**src/rtl/tug_match_ctrl.sv**
```systemverilog
// tug_match_ctrl: match-level sequencer for the two-player tug-of-war game.
// Latency: start in IDLE -> CLEAR at +1, PLAY at +2; a round win scores on the edge it is seen.
// Backpressure: none; start is honoured only in IDLE/DONE, win flags only in PLAY.
//
// Ports:
//   Clock, reset      - system clock, asynchronous active-high reset
//   start             - begin a match from IDLE or DONE
//   win1, win2        - sticky round-win flags from the win detector
//   play_reset        - registered; clears playfield + win detector (IDLE/CLEAR/DONE)
//   in_play           - registered; high while a round is live (PLAY)
//   score1, score2    - saturating round-win counters
//   match_over        - registered; high in DONE
//   winner1, winner2  - match winner flags, valid in DONE
//
// Build option: define TUG_MATCH_DEUCE_EN to require a two-round lead to take the
// match (with saturation ending the match for the leader, or as a tie).
module tug_match_ctrl #(
  parameter int WINS_TO_MATCH = 3,
  parameter int HOLD_CYCLES   = 4,
  parameter int SCORE_W       = 4
) (
  input  logic               Clock,
  input  logic               reset,
  input  logic               start,
  input  logic               win1,
  input  logic               win2,
  output logic               play_reset,
  output logic               in_play,
  output logic [SCORE_W-1:0] score1,
  output logic [SCORE_W-1:0] score2,
  output logic               match_over,
  output logic               winner1,
  output logic               winner2
);

  typedef enum logic [2:0] {
    S_IDLE,
    S_CLEAR,
    S_PLAY,
    S_HOLD,
    S_DONE
  } state_t;

  localparam int HC_W = (HOLD_CYCLES > 1) ? $clog2(HOLD_CYCLES) : 1;
  localparam logic [HC_W-1:0]    HOLD_LAST = HC_W'(HOLD_CYCLES - 1);
  localparam logic [SCORE_W-1:0] SCORE_MAX = '1;

  state_t            state, state_nxt;
  logic [HC_W-1:0]   hold_cnt, hold_cnt_nxt;
  logic [SCORE_W-1:0] score1_nxt, score2_nxt;
  logic              winner1_nxt, winner2_nxt;
  logic              p1_takes, p2_takes, tie_end;

  // Match-end decision, evaluated on the scores already updated for this round.
`ifdef TUG_MATCH_DEUCE_EN
  logic [SCORE_W:0] s1x, s2x, target;
  always_comb begin
    s1x    = {1'b0, score1};
    s2x    = {1'b0, score2};
    target = (SCORE_W+1)'(WINS_TO_MATCH);
    // One extra bit keeps the +2 lead comparison from wrapping near saturation.
    p1_takes = ((s1x >= target) && (s1x >= s2x + (SCORE_W+1)'(2))) ||
               ((score1 == SCORE_MAX) && (score1 > score2));
    p2_takes = ((s2x >= target) && (s2x >= s1x + (SCORE_W+1)'(2))) ||
               ((score2 == SCORE_MAX) && (score2 > score1));
    tie_end  = (score1 == SCORE_MAX) && (score2 == SCORE_MAX);
  end
`else
  always_comb begin
    p1_takes = (score1 == SCORE_W'(WINS_TO_MATCH));
    p2_takes = (score2 == SCORE_W'(WINS_TO_MATCH));
    tie_end  = 1'b0;
  end
`endif

  always_comb begin
    state_nxt    = state;
    hold_cnt_nxt = hold_cnt;
    score1_nxt   = score1;
    score2_nxt   = score2;
    winner1_nxt  = winner1;
    winner2_nxt  = winner2;

    unique case (state)
      S_IDLE: begin
        if (start) state_nxt = S_CLEAR;
      end
      S_CLEAR: begin
        state_nxt = S_PLAY;
      end
      S_PLAY: begin
        // A tie still ends the round (replayed) but scores nobody.
        if (win1 || win2) begin
          state_nxt    = S_HOLD;
          hold_cnt_nxt = '0;
          if (win1 && !win2 && (score1 != SCORE_MAX)) score1_nxt = score1 + 1'b1;
          if (win2 && !win1 && (score2 != SCORE_MAX)) score2_nxt = score2 + 1'b1;
        end
      end
      S_HOLD: begin
        if (hold_cnt == HOLD_LAST) begin
          if (p1_takes) begin
            state_nxt   = S_DONE;
            winner1_nxt = 1'b1;
          end else if (p2_takes) begin
            state_nxt   = S_DONE;
            winner2_nxt = 1'b1;
          end else if (tie_end) begin
            state_nxt   = S_DONE;
          end else begin
            state_nxt   = S_CLEAR;
          end
        end else begin
          hold_cnt_nxt = hold_cnt + 1'b1;
        end
      end
      S_DONE: begin
        if (start) begin
          state_nxt   = S_CLEAR;
          score1_nxt  = '0;
          score2_nxt  = '0;
          winner1_nxt = 1'b0;
          winner2_nxt = 1'b0;
        end
      end
      default: state_nxt = S_IDLE;
    endcase
  end

  // Outputs are decoded from the next state so they change on the same edge as the state.
  always_ff @(posedge Clock or posedge reset) begin
    if (reset) begin
      state      <= S_IDLE;
      hold_cnt   <= '0;
      score1     <= '0;
      score2     <= '0;
      winner1    <= 1'b0;
      winner2    <= 1'b0;
      play_reset <= 1'b1;
      in_play    <= 1'b0;
      match_over <= 1'b0;
    end else begin
      state      <= state_nxt;
      hold_cnt   <= hold_cnt_nxt;
      score1     <= score1_nxt;
      score2     <= score2_nxt;
      winner1    <= winner1_nxt;
      winner2    <= winner2_nxt;
      play_reset <= (state_nxt == S_IDLE) || (state_nxt == S_CLEAR) || (state_nxt == S_DONE);
      in_play    <= (state_nxt == S_PLAY);
      match_over <= (state_nxt == S_DONE);
    end
  end

endmodule

```
**config.mk**
```make
export PLATFORM = sky130hd
export DESIGN_NAME = tug_match_ctrl
export DESIGN_NICKNAME = d
export VERILOG_FILES = /design/src/rtl/tug_match_ctrl.sv
export SDC_FILE = /design/constraint.sdc
export NUM_CORES = 1
export LEC_CHECK = 0
export BUFFER_PORTS_ARGS = -buffer_cell sky130_fd_sc_hd__buf_2
export CAP_MARGIN = 20
export CORE_MARGIN = 4
export CORE_UTILIZATION = 50
export DETAILED_ROUTE_END_ITERATION = 10
export PLACE_DENSITY = 0.78
export REMOVE_ABC_BUFFERS = 1
export SETUP_SLACK_MARGIN = 0.05
export SLEW_MARGIN = 20
export SYNTH_ARGS = -nofsm -noshare
export SYNTH_HDL_FRONTEND = slang
export SYNTH_SLANG_ARGS = --single-unit
```
**constraint.sdc**
```tcl
create_clock -name Clock -period 1.7 [get_ports Clock]
set_input_delay 0.17 -clock Clock [delete_from_list [all_inputs] [get_ports Clock]]
set_output_delay 0.17 -clock Clock [all_outputs]
set_load 0.1 [all_outputs]
```
==> results.py <==
metrics = {
    "drt": {
        "wl_per_cell_um": 14.7,
        "drc": 0,
        "firstDrtPassIters": 4,
        "postRouteAntennaNets": 0,
        "num_vias": 796,
        "totalWireLength_mm": 1.97,
        "viasPerCell": 5.94,
        "drt_first_iter_violations": 14,
    },
    "setup_path": {
        "path_class": "reg -> reg",
        "crit_required_ns": 1.86,
        "r2r-end": "score1[2]$_DFFE_PP0P_",
        "rrSetupSlack_ns": 0.15,
        "critPathMaxStageDelay_ns": 0.55,
        "worstPathMaxFanout": 12,
        "cp-startpoint": "state[0]$_DFF_PP0_",
        "end_kind": "register",
        "reg2regPathDepth": 3,
        "cp.arrival_ns": 1.71,
        "path_delay_family": "flip-flops",
        "r2r-start": "state[0]$_DFF_PP0_",
        "timing.critical_path.to": "score1[2]$_DFFE_PP0P_",
        "worst-path-buf-inv": 0,
        "slowest_stage": "dfrtp_1",
        "startpoint_type": "register",
        "path_depth": 3,
        "crit_chain": "or3b_1 -> a41oi_1 -> a311oi_1",
    },
    "finish": {
        "layout-drive-gt1-share_pct": 26.6,
        "synthToLayoutAreaGrowth_pct": 17.6,
        "fin_nets": 118,
        "antennaDiodeCount": 0,
        "fill_cells": 144,
    },
    "floorplan": {
        "die_w_um": 51.9,
        "rows": 15,
        "core_um2": 1780,
        "die_area_um2": 2690,
        "die_h_um": 51.9,
        "start_util_pct": 54.0,
        "io_pins": 18,
    },
    "synthesis": {
        "async_flop_share_pct": 100,
        "synthTopCellsByArea": "dfrtp_1 (44%), nor4b_4 (4.9%), mux2i_1 (4.2%)",
        "synth_ff_type": "dfrtp_1",
        "ys_ff_latch": 18,
        "syn_area_um2": 962,
        "netlist.area_leader.share_pct": 44.2,
        "yosys.cell_types.count": 37,
        "synth.avg_cell_area_um2": 11.1,
        "yosys.area.top_type": "dfrtp_1",
        "yosysWarnings": 0,
        "synth_edf_count": 0,
        "synth_most_common_cell": "dfrtp_1",
        "syn_inst": 87,
        "yosysSeqAreaShare_pct": 46.9,
        "synthTopCellsByCount": "dfrtp_1 (17), nand2_1 (9), inv_1 (6)",
    },
    "clock_network": {
        "cts_post_setup_buffers_inserted": 0,
        "clk_latency_ns": 0.28,
        "cts_root_buffer": "clkbuf_4",
        "tritoncts": "done",
        "cts_sinks": 18,
        "cts_buffers": 3,
        "clockBufferDepth": 2,
        "path_clk_slew_ns": 0.10,
        "htreeDepth": 1,
    },
    "sta": {
        "hold_viol": 0,
        "timing.hold.ws_ns": 0.150,
        "period_needed_ns": 1.55,
        "period_share_pct": 90.9,
        "rsz0062_at_grt": "no",
        "fmax_mhz": 647,
        "drv_slew": 0,
        "setup_violations": 0,
        "worst_slew_pin_slew_ns": 0.671,
        "slew_headroom_pct": 55.2,
        "fin_skew_ns": 0.000864,
    },
    "status": {
        "status": "completed",
    },
    "placement": {
        "gp_congestion": 0.910,
        "dpl.hpwl_mm": 1.50,
        "portBuffers": 17,
    },
    "power_and_ir_drop": {
        "total_power_mw": 2.05,
        "ir_drop_mv": 1.11,
        "power.density_nw_per_um2": 1820,
        "p_leak_nw": 0.560,
    },
    "run": {
        "maxCapViolations": 0,
    },
    "min_path": {
        "hp-start": "start",
        "hold_class": "in -> reg",
    },
    "grt": {
        "grt_pass1_wl_mm": 3.48,
        "grt_usage_pct": 17.7,
        "grt_pass1_vias": 811,
        "antenna_found_initial": 0,
        "grt-ovfl-total": 0,
        "grt_max_degree": 19,
    },
}
## cell type report
class	instances	area, um^2	share of cell area (%)
repair buffers	19	103	9.07
well taps	25	31.3	2.77
clock buffers	4	36.3	3.21
multi-input cells	62	487	43.0
flip-flops and latches	18	452	39.9
inverters	6	22.5	1.99
## placed cells by master (no fill, tap or decap), types with 2 or more instances in the layout
master,n
nor3b_2,2
buf_2,17
dfrtp_1,17
a41oi_1,2
nand2_1,9
and3_1,3
nand3_1,5
o21ai_0,2
mux2i_1,4
clkbuf_4,3
nor2_1,3
inv_1,6
o311ai_1,2
ha_1,3
a311oi_1,2
o22ai_1,2
nor4b_4,2
## power breakdown
| group | leakage, nW | internal (mW) | switching (mW) | total, mW |
|---|---|---|---|---|
| logic | 0.320 | 0.296 | 0.823 | 1.12 |
| registers | 0.219 | 0.548 | 0.130 | 0.679 |
| clock network | 0.0210 | 0.130 | 0.126 | 0.256 |
| total | 0.560 | 0.975 | 1.08 | 2.05 |
## metrics by stage
| step | TNS [ns] | util, % | area [um^2] | std cells | worst slack, ns |
|---|---|---|---|---|---|
| floorplan | -2.48 | - | 951 | 86 | -0.446 |
| global placement | 0 | 60.3 | 1070 | 129 | 0.154 |
| detailed placement | 0 | 60.3 | 1070 | 129 | 0.0594 |
| CTS | 0 | 63.2 | 1130 | 134 | 0.169 |
| global route | 0 | 63.4 | 1130 | 134 | 0.0589 |
| finish | 0 | 63.4 | 1130 | 134 | 0.154 |
## registers in the layout, indices dropped and copies added (netlist names)
register    count
score2          4
hold_cnt        2
match_over      1
winner2         1
state           3
winner1         1
play_reset      1
in_play         1
score1          4
## per-layer routing
metal / track usage (%) / vias up / share of wire, %
met4: 12.2 / 0 / 1.9
met3: 4.30 / 6 / 4.6
li1: - / 384 / -
met5: 0 / - / 0
met2: 28.2 / 19 / 48
met1: 20.7 / 387 / 45
## what timing repair did
item / CTS / global route
resized for setup: 1 / 1
endpoints found under the setup margin: 1 / 2
hold buffers: 1 / 0
hold endpoints to repair: 17 / 0
## cells by family (layout without fill, tap and decap cells)
family                   after synthesis  in the layout  share of synthesized area (%)
AO/OA/AOI/OAI                         20             20                           16.4
adder cells (fa/ha/maj)                3              3                           3.90
buffers and inverters                  7             29                           3.51
flip-flops                            18             18                           46.9
multiplexers                           4              4                           4.16
AND/OR/NAND/NOR                       35             35                           25.1
## how the worst min path moves through the flow
stage	end	depth (start not counted)
finish	match_over$_DFF_PP0_	2
global route	match_over$_DFF_PP0_	2
CTS	match_over$_DFF_PP0_	2
detailed placement	score1[2]$_DFFE_PP0P_	2
global placement	score1[3]$_DFFE_PP0P_	2
floorplan	hold_cnt[0]$_DFFE_PP0P_	1
(Power assumes the default switching activity.)
